[src/rtl/instr_fetch_pkg.sv]
// Shared definitions for the instruction fetch unit: FSM states, reset PC
// default and the bit positions of the instruction word fields.
package instr_fetch_pkg;

    typedef enum logic [1:0] {
        IDLE,
        FETCH,
        HOLD,
        FLUSH
    } fetch_state_t;

    localparam logic [31:0] RESET_PC_DEFAULT = 32'h0000_0000;

    localparam int unsigned OPCODE_LSB = 26;
    localparam int unsigned OPCODE_W   = 6;
    localparam int unsigned RS_LSB     = 21;
    localparam int unsigned RS_W       = 5;
    localparam int unsigned RT_LSB     = 16;
    localparam int unsigned RT_W       = 5;
    localparam int unsigned RD_LSB     = 11;
    localparam int unsigned RD_W       = 5;
    localparam int unsigned SHAMT_LSB  = 6;
    localparam int unsigned SHAMT_W    = 5;
    localparam int unsigned FUNCT_LSB  = 0;
    localparam int unsigned FUNCT_W    = 6;
    localparam int unsigned IMM16_LSB  = 0;
    localparam int unsigned IMM16_W    = 16;
    localparam int unsigned TARGET_LSB = 0;
    localparam int unsigned TARGET_W   = 26;

    // Instruction addresses are word aligned; the low two bits are dropped.
    function automatic logic [31:0] word_align(input logic [31:0] addr);
        return {addr[31:2], 2'b00};
    endfunction

endpackage

[src/rtl/instr_fetch_ir_field_split.sv]
// Combinational decode of the instruction register into its named fields.
module ir_field_split
    import instr_fetch_pkg::*;
(
    input  logic [31:0]           ir,
    output logic [OPCODE_W-1:0]   opcode,
    output logic [RS_W-1:0]       rs,
    output logic [RT_W-1:0]       rt,
    output logic [RD_W-1:0]       rd,
    output logic [SHAMT_W-1:0]    shamt,
    output logic [FUNCT_W-1:0]    funct,
    output logic [IMM16_W-1:0]    imm16,
    output logic [TARGET_W-1:0]   target
);

    assign opcode = ir[OPCODE_LSB +: OPCODE_W];
    assign rs     = ir[RS_LSB     +: RS_W];
    assign rt     = ir[RT_LSB     +: RT_W];
    assign rd     = ir[RD_LSB     +: RD_W];
    assign shamt  = ir[SHAMT_LSB  +: SHAMT_W];
    assign funct  = ir[FUNCT_LSB  +: FUNCT_W];
    assign imm16  = ir[IMM16_LSB  +: IMM16_W];
    assign target = ir[TARGET_LSB +: TARGET_W];

endmodule

[src/rtl/instr_fetch.sv]
// Instruction fetch unit: issues word requests to instruction memory,
// latches the returned word into the IR and hands it downstream, honouring
// control-flow redirects that may arrive at any point of a request.
module instr_fetch
    import instr_fetch_pkg::*;
#(
    parameter logic [31:0] RESET_PC = RESET_PC_DEFAULT
) (
    input  logic                  clk,
    input  logic                  reset,
    input  logic [31:0]           pc_in,
    input  logic                  pc_load,
    output logic                  mem_req,
    output logic [31:0]           mem_addr,
    input  logic                  mem_ack,
    input  logic [31:0]           mem_rdata,
    output logic                  ir_valid,
    input  logic                  ir_ready,
    output logic [31:0]           ir_out,
    output logic [31:0]           ir_pc,
    output logic [31:0]           pc_plus4,
    output logic [OPCODE_W-1:0]   opcode_ir,
    output logic [RS_W-1:0]       rs_ir,
    output logic [RT_W-1:0]       rt_ir,
    output logic [RD_W-1:0]       rd_ir,
    output logic [SHAMT_W-1:0]    shamt_ir,
    output logic [FUNCT_W-1:0]    funct_ir,
    output logic [IMM16_W-1:0]    imm16_ir,
    output logic [TARGET_W-1:0]   target_ir
);

    fetch_state_t state;
    logic [31:0]  pc;
    logic [31:0]  req_addr;
    logic [31:0]  load_target;
    logic [31:0]  next_pc;

    assign load_target = word_align(pc_in);
    // PC to be used for a request issued at this edge, including a same-cycle redirect.
    assign next_pc     = pc_load ? load_target : pc;

    assign mem_req  = (state == FETCH) || (state == FLUSH);
    assign mem_addr = req_addr;
    assign ir_valid = (state == HOLD);
    assign pc_plus4 = ir_pc + 32'd4;

    // Fetch FSM together with PC, request address and IR registers.
    always_ff @(posedge clk) begin
        if (reset) begin
            state    <= IDLE;
            pc       <= RESET_PC;
            req_addr <= RESET_PC;
            ir_out   <= '0;
            ir_pc    <= '0;
        end else begin
            case (state)
                IDLE: begin
                    pc       <= next_pc;
                    req_addr <= next_pc;
                    state    <= FETCH;
                end
                FETCH: begin
                    if (mem_ack && !pc_load) begin
                        ir_out <= mem_rdata;
                        ir_pc  <= req_addr;
                        pc     <= req_addr + 32'd4;
                        state  <= HOLD;
                    end else if (mem_ack) begin
                        // Data belongs to the old path; reissue immediately at the target.
                        pc       <= load_target;
                        req_addr <= load_target;
                    end else if (pc_load) begin
                        pc    <= load_target;
                        state <= FLUSH;
                    end
                end
                HOLD: begin
                    if (ir_ready || pc_load) begin
                        pc       <= next_pc;
                        req_addr <= next_pc;
                        state    <= FETCH;
                    end
                end
                FLUSH: begin
                    // The stale request must still complete before a new one is issued.
                    if (pc_load) begin
                        pc <= load_target;
                    end
                    if (mem_ack) begin
                        req_addr <= next_pc;
                        state    <= FETCH;
                    end
                end
                default: state <= IDLE;
            endcase
        end
    end

    ir_field_split u_field_split (
        .ir     (ir_out),
        .opcode (opcode_ir),
        .rs     (rs_ir),
        .rt     (rt_ir),
        .rd     (rd_ir),
        .shamt  (shamt_ir),
        .funct  (funct_ir),
        .imm16  (imm16_ir),
        .target (target_ir)
    );

endmodule

[config.mk]
export PLATFORM = sky130hd
export DESIGN_NAME = instr_fetch
export DESIGN_NICKNAME = d
export VERILOG_FILES = /design/src/rtl/instr_fetch_pkg.sv /design/src/rtl/instr_fetch_ir_field_split.sv /design/src/rtl/instr_fetch.sv
export SDC_FILE = /design/constraint.sdc
export NUM_CORES = 1
export LEC_CHECK = 0
export ABC_CLOCK_PERIOD_IN_PS = 4800
export CORE_ASPECT_RATIO = 1.4
export CORE_UTILIZATION = 47
export DETAILED_ROUTE_END_ITERATION = 8
export PLACE_DENSITY_LB_ADDON = 0.3
export SLEW_MARGIN = 25
export SYNTH_ARGS = -nofsm -noshare
export SYNTH_HDL_FRONTEND = slang
export SYNTH_SLANG_ARGS = --single-unit
[constraint.sdc]
create_clock -name clk -period 4.8 [get_ports clk]
set_input_delay 0.96 -clock clk [delete_from_list [all_inputs] [get_ports clk]]
set_output_delay 0.96 -clock clk [all_outputs]
set_load 0.03 [all_outputs]
==> impl_metrics.yaml <==
critical_path:
  worst_path_cell_with_the_longest_stage_delay: "sky130_fd_sc_hd__clkdlybuf4s50_1"
  worst_path_most_repeated_cell: "sky130_fd_sc_hd__nand4_1"
  crit_arrival_ns: 2.97
  highest_cell_delay_on_the_worst_timing_path_ns: 0.70
  cp.required_ns: 3.84
  worstPathMaxFanout: 7
  critPathKind: "reg2out"
  critical_path.cell_chain: "and4_1, nand4_1, nor2_1, nand4_1, xnor2_1, clkdlybuf4s50_1"
  critical_path.startpoint_type: "flop"
  timing.critical_path.to_type: "output pin"
placement:
  globalplace.congestion: 0.860
  port_buffers: 270
  hpwl_um: 14500
  placedInstanceArea_um2: 9090
route:
  viasPerCell: 5.32
  postRouteWirelength_um: 20500
  iter_0_drt_violations: 311
  drt_pass1_iterations: 5
  detail-route-antenna-nets: 0
  drcViolationCount: 0
  final_routed_wire_length_divided_by_cell_count_um: 16.7
  dr_total_vias: 6504
cts:
  cts_setup_buffers: 0
  cts_buffer_depth: 2
  clk_pin_slew_ns: 0.06
  cts_buffers: 17
  cts_root_buffer: "sky130_fd_sc_hd__clkbuf_16"
  clock_sink_count: 130
  tritoncts: "done"
  clkLatencyLatePin_ns: 0.42
  ctsResizeCount: 0
  cts.htree.levels: 4
  cts_hold_buf: 0
timing:
  grt_setup_unrepaired: "false"
  timing_worst_slew_pin_value_ns: 0.930
  clock_skew_after_layout_ns: 0.00940
  relSlewSlack: 0.371
  tns_ns: 0
  timing.final.max_slew_violations: 0
  max_freq_ghz: 0.255
  setup_violations: 0
  min_period_over_period: 0.819
  final-hold-violation-count: 0
  final.min_clock_period_ns: 3.93
yosys:
  postSynthAreaPerCell_um2: 7.98
  synth.mux.area_fraction: 0.0440
  syn-num-nets: 925
  synth_largest_type_area_fraction: 0.382
  seq_area_frac_synth: 0.382
  synth_simple_gate_area_frac: 0.225
  cell_type_contributing_the_most_total_cell_area_after_synthesis: "sky130_fd_sc_hd__dfxtp_1"
  synth_compound_gate_area_share: 0.154
  yosys.cell_types.count: 52
  synth_area_leaders: "sky130_fd_sc_hd__dfxtp_1, sky130_fd_sc_hd__nand2_1, sky130_fd_sc_hd__buf_4"
  syn_inst: 854
  post_synth_instance_area_um2: 6820
  synth_seq_cells: 130
  yosysWarningCount: 0
  async_flop_share: 0
  top_flip_flop_cell_by_instance_count_after_synthesis: "sky130_fd_sc_hd__dfxtp_1"
  combinational_family_with_the_most_area_after_synthesis: "simple AND/OR/NAND/NOR gates"
  yosys.area_share.adder: 0.00367
  synthXorXnorAreaFrac: 0.0681
  synth-edff-count: 0
grt:
  grt_pass1_vias: 5808
  grt_use_met3: 0.0739
  grt_pass1_wl_um: 31200
  global_route.usage.met1: 0.306
  largest_net_degree_at_the_start_of_global_routing: 99
  globalRouteOverflowTotal: 0
  globalRouteTotalUtil: 0.266
  globalRoute.busiestLayer: "met2"
  antenna_found_initial: 0
  grt_util_met2: 0.466
flow_run:
  cap_viol_max_count: 0
cells_and_area:
  ff_latch_area_um2: 2600
  filler_cell_count: 1208
  final_cell_mix: "sky130_fd_sc_hd__clkdlybuf4s50_1, sky130_fd_sc_hd__nand2_1, sky130_fd_sc_hd__dfxtp_1, sky130_fd_sc_hd__a21oi_1, sky130_fd_sc_hd__nor2_1"
  area_added_between_synthesis_and_finish_pct: 42.3
  multi_input_comb_area_um2: 3410
  layout.nets: 1096
  n_antenna_cell: 0
  final_layout_size_suffix_gt1_frac: 0.0723
  design_area_um2: 9700
  layout_commonest_cell: "sky130_fd_sc_hd__clkdlybuf4s50_1"
power:
  clockPowerShare: 0.428
  power_density_nw_per_um2: 321
  leakagePower_nw: 3.33
  switching_share: 0.292
  irDropWorstVdd_uv: 186
  p_seq_frac: 0.393
  power.switching_mw: 0.911
  comb_power_share: 0.179
  internal_power_mw: 2.21
worst_hold_path:
  hold_path.class: "reg2reg"
run_status:
  status: "finished, final reports clean"
floorplanning:
  fp.dieH_um: 145
  die_width_um: 104
  num_io_pins: 273
  die_area_um2: 15000
  core_area_um2: 14000
  num_rows: 51
  floorplan.initialDensity: 0.486
-- synth_stat cells, types with 5 or more instances --
cell and count:
sky130_fd_sc_hd__inv_1 14, sky130_fd_sc_hd__and3_1 8, sky130_fd_sc_hd__nand4_1 13, sky130_fd_sc_hd__a211oi_1 31, sky130_fd_sc_hd__a211oi_2 5, sky130_fd_sc_hd__buf_1 8, sky130_fd_sc_hd__buf_4 76, sky130_fd_sc_hd__nand3_1 21
sky130_fd_sc_hd__dfxtp_1 130, sky130_fd_sc_hd__xor2_1 14, sky130_fd_sc_hd__o22ai_1 5, sky130_fd_sc_hd__clkbuf_1 41, sky130_fd_sc_hd__nor2_1 77, sky130_fd_sc_hd__xnor2_1 39, sky130_fd_sc_hd__nor4_2 7, sky130_fd_sc_hd__a2111oi_2 5
sky130_fd_sc_hd__o211ai_1 5, sky130_fd_sc_hd__a21oi_1 83, sky130_fd_sc_hd__mux2i_1 30, sky130_fd_sc_hd__and4_1 5, sky130_fd_sc_hd__nand2_1 165, sky130_fd_sc_hd__nor3_1 13, sky130_fd_sc_hd__o21ai_0 14
-- through the flow --
step                      hold slack, ns  cells  total power, mW   util  worst slack, ns
after floorplan                    0.437    854             1.58      -             1.76
after global placement             0.442   1191             1.80  0.648             1.26
after detailed placement           0.449   1191             1.80  0.648             1.23
after CTS                          0.457   1223             3.14  0.691            0.786
after global routing               0.478   1223             3.23  0.691            0.658
final                              0.456   1223             3.12  0.691            0.871
-- power groups by stage --
| stage | registers (mW) | clock network, mW | logic (mW) |
|---|---|---|---|
| final | 1.23 | 1.34 | 0.559 |
| after global routing | 1.23 | 1.40 | 0.592 |
| after CTS | 1.22 | 1.35 | 0.560 |
| after detailed placement | 1.25 | 0 | 0.558 |
| after global placement | 1.24 | 0 | 0.552 |
| after floorplan | 1.30 | 0 | 0.281 |
-- flip-flops by register name (all words and copies together) (netlist names) --
name and count:
state 2, mem_addr 32, ir_out 32, ir_pc 32
pc 32
-- logic make-up after synthesis --
family | Yosys count
buffers and inverters | 145
muxes | 30
and+or+nand+nor | 331
adders and majority gates | 2
DFF | 130
AOI/OAI and AO/OA | 163
xor gates and xnor gates | 53
-- area by class of cell --
| class | instances | share of cell area |
|---|---|---|
| well taps | 185 | 0.0239 |
| inverters | 14 | 0.00542 |
| clock inverters | 14 | 0.0187 |
| flip-flops and latches | 130 | 0.268 |
| repair buffers | 283 | 0.289 |
| clock buffers | 18 | 0.0442 |
| multi-input cells | 579 | 0.351 |
-- critical path: cells and delay by family, from the launching register on --
| family | cells | cell delay, ns |
|---|---|---|
| AND/OR/NAND/NOR | 4 | 1.21 |
| buffers and inverters | 1 | 0.70 |
| flip-flops | 1 | 0.42 |
| XOR/XNOR | 1 | 0.22 |
-- worst paths after layout --
check,from,endpoint,slack (ns),cells past startpoint
worst min register to register,pc[1],pc[1],0.46,2
worst max-delay path,ir_pc[9],pc_plus4[31],0.87,6
worst min-delay path,pc[1],pc[1],0.46,2
worst max register to register,mem_addr[2],pc[24],2.49,5
-- layer usage --
metal  share of wire  vias up
li1                -     3207
met1            0.39     3021
met2            0.52      247
met3           0.069       29
met4           0.020        0
met5               0        -
Power figures use the tool's default switching activity.
